==> config.mk <==
export PLATFORM = sky130hd
export DESIGN_NAME = dbus_xfer_ctl
export DESIGN_NICKNAME = d
export VERILOG_FILES = /design/src/rtl/dbus_xfer_pkg.sv /design/src/rtl/dbus_xfer_arb.sv /design/src/rtl/dbus_xfer_ctl.sv
export SDC_FILE = /design/constraint.sdc
export NUM_CORES = 1
export LEC_CHECK = 0
export CORE_MARGIN = 2
export CORE_UTILIZATION = 28
export DETAILED_ROUTE_END_ITERATION = 12
export GPL_ROUTABILITY_DRIVEN = 0
export PLACE_DENSITY_LB_ADDON = 0.05
export SYNTH_ARGS = -nofsm -noshare
export SYNTH_HDL_FRONTEND = slang
export SYNTH_SLANG_ARGS = --single-unit
==> constraint.sdc <==
create_clock -name clk -period 1.9 [get_ports clk]
set_clock_uncertainty 0.15 [all_clocks]
set_input_delay 0.38 -clock clk [delete_from_list [all_inputs] [get_ports clk]]
set_output_delay 0.38 -clock clk [all_outputs]
set_load 0.02 [all_outputs]
==> src/rtl/dbus_xfer_pkg.sv <==
// -----------------------------------------------------------------------------
// dbus_xfer_pkg
// Shared definitions for the dbus transfer controller:
//   - xfer_state_t : sequencer states (IDLE, DRIVE, CAPT, HOLD, DONE)
//   - REQ_CPU / REQ_PANEL : requester index encodings used for gnt
//   - onehot_dec() : index -> one-hot strobe vector, zero when out of range
// Configuration macro used by the block: DBUS_FIXED_PRIO_EN (see dbus_xfer_arb).
// -----------------------------------------------------------------------------
package dbus_xfer_pkg;

  typedef enum logic [2:0] {
    ST_IDLE  = 3'd0,
    ST_DRIVE = 3'd1,
    ST_CAPT  = 3'd2,
    ST_HOLD  = 3'd3,
    ST_DONE  = 3'd4
  } xfer_state_t;

  localparam logic REQ_CPU   = 1'b0;
  localparam logic REQ_PANEL = 1'b1;

  // Widest strobe vector the decoder supports; NREG must not exceed this.
  localparam int unsigned STROBE_MAX = 64;

  // Decode a register index into a one-hot strobe. Indices at or above nreg
  // decode to all-zero so no strobe can ever be raised for a missing register.
  function automatic logic [STROBE_MAX-1:0] onehot_dec(input int unsigned idx,
                                                       input int unsigned nreg);
    logic [STROBE_MAX-1:0] v;
    v = '0;
    if ((idx < nreg) && (idx < STROBE_MAX)) begin
      v = 64'd1 << idx;
    end
    return v;
  endfunction

endpackage

==> src/rtl/dbus_xfer_arb.sv <==
// -----------------------------------------------------------------------------
// dbus_xfer_arb
// Two-way arbiter between requester 0 (CPU) and requester 1 (front panel).
//   Default build     : round-robin. r_ptr names the requester that wins a
//                       tie; it flips to the other requester on every grant
//                       taken (i_take). Resets to requester 0.
//   DBUS_FIXED_PRIO_EN: fixed priority, requester 0 always wins a tie; no
//                       pointer state.
// Ports:
//   clk, rst          clock, asynchronous active-high reset
//   i_req0, i_req1    request levels
//   i_take            the controller is accepting the current grant this cycle
//   o_gnt_vld         at least one request is pending
//   o_gnt_idx         index of the requester that would be granted
// -----------------------------------------------------------------------------
module dbus_xfer_arb (
  input  logic clk,
  input  logic rst,
  input  logic i_req0,
  input  logic i_req1,
  input  logic i_take,
  output logic o_gnt_vld,
  output logic o_gnt_idx
);

  assign o_gnt_vld = i_req0 | i_req1;

`ifdef DBUS_FIXED_PRIO_EN

  // Requester 1 only wins when requester 0 is silent.
  assign o_gnt_idx = ~i_req0;

  logic w_unused_fixed;
  assign w_unused_fixed = clk ^ rst ^ i_take;

`else

  logic r_ptr;

  always_ff @(posedge clk or posedge rst) begin
    if (rst) begin
      r_ptr <= 1'b0;
    end else if (i_take && o_gnt_vld) begin
      r_ptr <= ~o_gnt_idx;
    end
  end

  always_comb begin
    if (i_req0 && i_req1) begin
      o_gnt_idx = r_ptr;
    end else begin
      // With zero or one request, the index simply follows requester 1.
      o_gnt_idx = i_req1;
    end
  end

`endif

endmodule

==> src/rtl/dbus_xfer_ctl.sv <==
// -----------------------------------------------------------------------------
// dbus_xfer_ctl
// Sequences one register-to-register transfer at a time over the shared
// open-drain dbus. Source read strobe rda[src] drives the bus for SETTLE
// cycles before the destination write strobe wra[dst] pulses for one cycle,
// and rda stays up one further cycle as hold time after the capture edge.
// Transfers with src==dst or any index >= NREG are no-ops: no strobes, ack
// only.
//
// Handshake: a requester raises req (level) with src/dst and holds it until
// its ack pulses for one cycle; src/dst are latched at grant, so they may
// change afterwards. While an ack is being presented no new grant is made,
// which gives the requester that cycle to drop req; a req still high after
// that is treated as a new request.
//
// Timing (req seen in cycle 0, src != dst): busy cycles 1..SETTLE+3,
// rda[src] cycles 2..SETTLE+3, wra[dst] cycle SETTLE+2, ack cycle SETTLE+4.
// No-op: busy cycle 1, ack cycle 2.
//
// Ports:
//   clk, rst                asynchronous active-high reset
//   req0/src0/dst0/ack0     requester 0 (CPU)
//   req1/src1/dst1/ack1     requester 1 (front panel)
//   rda[NREG], wra[NREG]    one-hot registered read / write strobes
//   busy                    a transfer is in progress
//   gnt                     current / last granted requester
//   o_dbg_state             sequencer state, for observation only
// Configuration: DBUS_FIXED_PRIO_EN selects fixed priority in dbus_xfer_arb.
// -----------------------------------------------------------------------------
module dbus_xfer_ctl
  import dbus_xfer_pkg::*;
#(
  parameter int NREG   = 8,
  parameter int IW     = 3,
  parameter int SETTLE = 2
) (
  input  logic            clk,
  input  logic            rst,
  input  logic            req0,
  input  logic [IW-1:0]   src0,
  input  logic [IW-1:0]   dst0,
  output logic            ack0,
  input  logic            req1,
  input  logic [IW-1:0]   src1,
  input  logic [IW-1:0]   dst1,
  output logic            ack1,
  output logic [NREG-1:0] rda,
  output logic [NREG-1:0] wra,
  output logic            busy,
  output logic            gnt,
  output xfer_state_t     o_dbg_state
);

  localparam int CW = (SETTLE > 1) ? $clog2(SETTLE) : 1;

  xfer_state_t      r_state;
  xfer_state_t      w_state_nxt;
  logic [CW-1:0]    r_cnt;
  logic [CW-1:0]    w_cnt_nxt;
  logic [IW-1:0]    r_src;
  logic [IW-1:0]    r_dst;
  logic             r_gnt;
  logic [NREG-1:0]  r_rda;
  logic [NREG-1:0]  r_wra;
  logic             r_ack0;
  logic             r_ack1;
  logic             r_busy;

  logic             w_gnt_vld;
  logic             w_gnt_idx;
  logic             w_take;
  logic [IW-1:0]    w_src;
  logic [IW-1:0]    w_dst;
  logic             w_noop;
  logic [STROBE_MAX-1:0] w_rda_full;
  logic [STROBE_MAX-1:0] w_wra_full;
  logic [2*STROBE_MAX-1:0] w_unused_dec;

  dbus_xfer_arb u_arb (
    .clk       (clk),
    .rst       (rst),
    .i_req0    (req0),
    .i_req1    (req1),
    .i_take    (w_take),
    .o_gnt_vld (w_gnt_vld),
    .o_gnt_idx (w_gnt_idx)
  );

  assign w_src  = w_gnt_idx ? src1 : src0;
  assign w_dst  = w_gnt_idx ? dst1 : dst0;
  assign w_noop = (w_src == w_dst) || (32'(w_src) >= NREG) || (32'(w_dst) >= NREG);

  // Next-state logic. A pending ack blocks new grants for that one cycle.
  always_comb begin
    w_state_nxt = r_state;
    w_cnt_nxt   = r_cnt;
    w_take      = 1'b0;
    case (r_state)
      ST_IDLE: begin
        if (w_gnt_vld && !(r_ack0 || r_ack1)) begin
          w_take = 1'b1;
          if (w_noop) begin
            w_state_nxt = ST_DONE;
          end else begin
            w_state_nxt = ST_DRIVE;
            w_cnt_nxt   = CW'(SETTLE - 1);
          end
        end
      end
      ST_DRIVE: begin
        if (r_cnt == '0) begin
          w_state_nxt = ST_CAPT;
        end else begin
          w_cnt_nxt = r_cnt - 1'b1;
        end
      end
      ST_CAPT: w_state_nxt = ST_HOLD;
      ST_HOLD: w_state_nxt = ST_DONE;
      ST_DONE: w_state_nxt = ST_IDLE;
      default: w_state_nxt = ST_IDLE;
    endcase
  end

  always_ff @(posedge clk or posedge rst) begin
    if (rst) begin
      r_state <= ST_IDLE;
      r_cnt   <= '0;
      r_src   <= '0;
      r_dst   <= '0;
      r_gnt   <= REQ_CPU;
    end else begin
      r_state <= w_state_nxt;
      r_cnt   <= w_cnt_nxt;
      if (w_take) begin
        r_src <= w_src;
        r_dst <= w_dst;
        r_gnt <= w_gnt_idx;
      end
    end
  end

  assign w_rda_full   = onehot_dec(32'(r_src), NREG);
  assign w_wra_full   = onehot_dec(32'(r_dst), NREG);
  assign w_unused_dec = {w_rda_full, w_wra_full};

  // Strobes are registered copies of the current state, so they lag the
  // state by one cycle and cannot glitch on input changes.
  always_ff @(posedge clk or posedge rst) begin
    if (rst) begin
      r_rda  <= '0;
      r_wra  <= '0;
      r_ack0 <= 1'b0;
      r_ack1 <= 1'b0;
      r_busy <= 1'b0;
    end else begin
      r_rda  <= ((r_state == ST_DRIVE) || (r_state == ST_CAPT) || (r_state == ST_HOLD))
                ? w_rda_full[NREG-1:0] : '0;
      r_wra  <= (r_state == ST_CAPT) ? w_wra_full[NREG-1:0] : '0;
      r_ack0 <= (r_state == ST_DONE) && (r_gnt == REQ_CPU);
      r_ack1 <= (r_state == ST_DONE) && (r_gnt == REQ_PANEL);
      r_busy <= (w_state_nxt != ST_IDLE);
    end
  end

  assign rda         = r_rda;
  assign wra         = r_wra;
  assign ack0        = r_ack0;
  assign ack1        = r_ack1;
  assign busy        = r_busy;
  assign gnt         = r_gnt;
  assign o_dbg_state = r_state;

endmodule

==> results.json <==
{
  "status": "finished, final reports clean",
  "wl_per_cell_um": 12.3,
  "dpl.hpwl_um": 1990,
  "cp_max_fo": 4,
  "critical_path.cell_chain": "clkdlybuf4s50_1",
  "cts_tree": "done",
  "grt_max_degree": 32,
  "slew_headroom_pct": 75.0,
  "worst_setup_path_end_kind": "primary output",
  "cts_inserted_buffers": 5,
  "cts_buffer_depth": 2,
  "report.final.slew_viol_count": 0,
  "synth_nets": 130,
  "place_ws_ns": -0.0282,
  "slowest_delay_ns": 0.62,
  "synth_cell_types": 25,
  "antenna_left": 0,
  "grt_pass1_wl_um": 4460,
  "dieHeight_um": 71.1,
  "async_flop_share_pct": 100,
  "min_period_ns": 1.82,
  "initial_core_util_pct": 29.0,
  "timing.final.crit_share_pct": 96.0,
  "drc": 0,
  "path_class": "reg -> out",
  "rsz0062_at_grt": "no",
  "synth.avg_cell_area_um2": 11.1,
  "pin_count": 39,
  "routed-wl-met2_um": 1240,
  "final_layout_size_suffix_gt1_share_pct": 9.20,
  "met1Wirelength_um": 1190,
  "hold_viol": 0,
  "overflow": 0,
  "cp_top_family": "buffers and inverters",
  "antenna_found_initial": 0,
  "slowest_stage": "clkdlybuf4s50_1",
  "synthFlopType": "dfrtp_1",
  "clk_latency_ns": 0.28,
  "dr_wl_met3_um": 139,
  "viasPerCell": 4.60,
  "power.density_nw_per_um2": 1480,
  "gr-usage-all-layers_pct": 11.7,
  "required_ns": 1.37,
  "area_growth_pct": 46.1,
  "leakagePower_uw": 0.000832,
  "cp-start-kind": "register",
  "synth_warnings": 0,
  "rows": 24,
  "total_power_uw": 2720,
  "cts-root-buf": "clkbuf_8",
  "worst_pin_slew_ns": 0.365,
  "placed_cells": 207,
  "synth_edf_count": 0,
  "synth-seq-cells": 31,
  "htree_levels": 2,
  "top_layer": "met4",
  "fin_ws_ns": 0.0758,
  "drt_iter0_markers": 32,
  "cts_hold_buf": 0,
  "antenna_cells": 0,
  "ys_seq_area_share_pct": 61.5,
  "maxCapViolCount": 0,
  "numPortBuffers": 38,
  "timing.fmax_mhz": 548,
  "fin_cells": 215,
  "cts-resized-gates": 2,
  "vias": 989,
  "clock-sinks": 31,
  "setup_viol": 0,
  "syn_area_um2": 1260,
  "grt_pass1_vias": 976,
  "drtPass1Iterations": 4,
  "path_buf_inv": 1,
  "core_um2": 4350,
  "totalWireLength_um": 2640,
  "clkSlewWorstSetupHoldPaths_ns": 0.07,
  "fin_nets": 178,
  "dieArea_um2": 5060,
  "postCtsSetupBuffers": 0,
  "ir_worst_vdd_v": 0.000395,
  "hold_path_class": "in -> async",
  "chipWidth_um": 71.1,
  "arrival_ns": 1.29,
  "synthCells": 114
}
layout make-up:
cell class	count	area, um^2
clock inverters	2	35.0
inverters	4	15.0
multi-input cells	77	454
repair buffers	43	415
fillers	426	2510
clock buffers	6	82.6
well taps	52	65.1
flip-flops and latches	31	776
state kept, by name (all words and copies together), names as in the netlist:
signal	cells
rda	8
busy	1
ack0	1
gnt	1
wra	8
o_dbg_state	3
u_arb.r_ptr	1
r_src	3
r_cnt	1
r_dst	3
ack1	1
per-stage QoR:
step	cell area [um^2]	hold WS, ns	TNS, ns	utilization (%)
finish	1840	0.329	0	42.3
CTS	1840	0.341	0	42.3
detailed placement	1730	0.356	-0.0947	39.7
global route	1840	0.381	0	42.3
global placement	1730	0.341	0	39.7
floorplan	1260	0.315	0	-
path summary, 6_finish.rpt:
check | from | endpoint | slack [ns] | depth (start not counted)
max in group asynchronous | rst | wra[3] | 0.98 | 3
hold reg to reg | gnt | ack0 | 0.36 | 1
hold / removal | rst | wra[1] | 0.33 | 3
setup / recovery | gnt | gnt | 0.08 | 1
min in group clk | gnt | ack0 | 0.36 | 1
setup reg to reg | o_dbg_state[0] | u_arb.r_ptr | 0.36 | 5
routing by layer:
metal / vias to the layer above / global-route usage [%]
li1: 479 / -
met1: 468 / 13.5
met2: 35 / 19.0
met3: 7 / 3.99
met4: 0 / 6.29
met5: - / 0
kinds of logic (layout without fill, tap and decap cells):
| family | Yosys count | in the layout | share of synthesized area, % |
|---|---|---|---|
| XOR/XNOR | 6 | 6 | 4.17 |
| AO/OA/AOI/OAI | 16 | 16 | 9.33 |
| buffers and inverters | 6 | 55 | 2.48 |
| multiplexers | 7 | 7 | 5.56 |
| flip-flops | 31 | 31 | 61.5 |
| AND/OR/NAND/NOR | 48 | 48 | 17.0 |
layout by cell type (no fill, tap or decap):
cell type / count
nor2b_1: 1
and3_1: 1
a32o_1: 1
nor3_1: 5
nand3_1: 2
mux2i_1: 7
buf_4: 5
bufinv_16: 1
o22ai_1: 1
nor4_1: 1
o21ai_0: 7
o21ai_4: 1
clkbuf_8: 6
a21boi_0: 1
a221oi_2: 1
inv_1: 4
nand2b_1: 5
or3_1: 2
nand2_1: 12
clkinv_2: 1
o21ai_1: 1
o211ai_1: 1
nor2_1: 19
a21oi_1: 1
dlygate4sd2_1: 2
dfrtp_1: 31
xnor2_1: 6
clkdlybuf4s50_1: 36
o211a_1: 1
synth_stat cells (2+ instances only):
| library cell | number | area [um^2] |
|---|---|---|
| mux2i_1 | 7 | 70.1 |
| nor3_1 | 5 | 25.0 |
| inv_1 | 4 | 15.0 |
| nand3_1 | 2 | 10.0 |
| dfrtp_1 | 31 | 776 |
| o21ai_0 | 7 | 35.0 |
| xnor2_1 | 6 | 52.6 |
| nand2_1 | 12 | 45.0 |
| nand2b_1 | 5 | 31.3 |
| nor2_1 | 19 | 71.3 |
| or3_1 | 2 | 12.5 |
where the power goes:
part           switching (uW)  internal, uW  total, uW
sequential                164           865       1030
combinational             561           458       1020
clock                     248           424        672
Power figures use the tool's default switching activity.
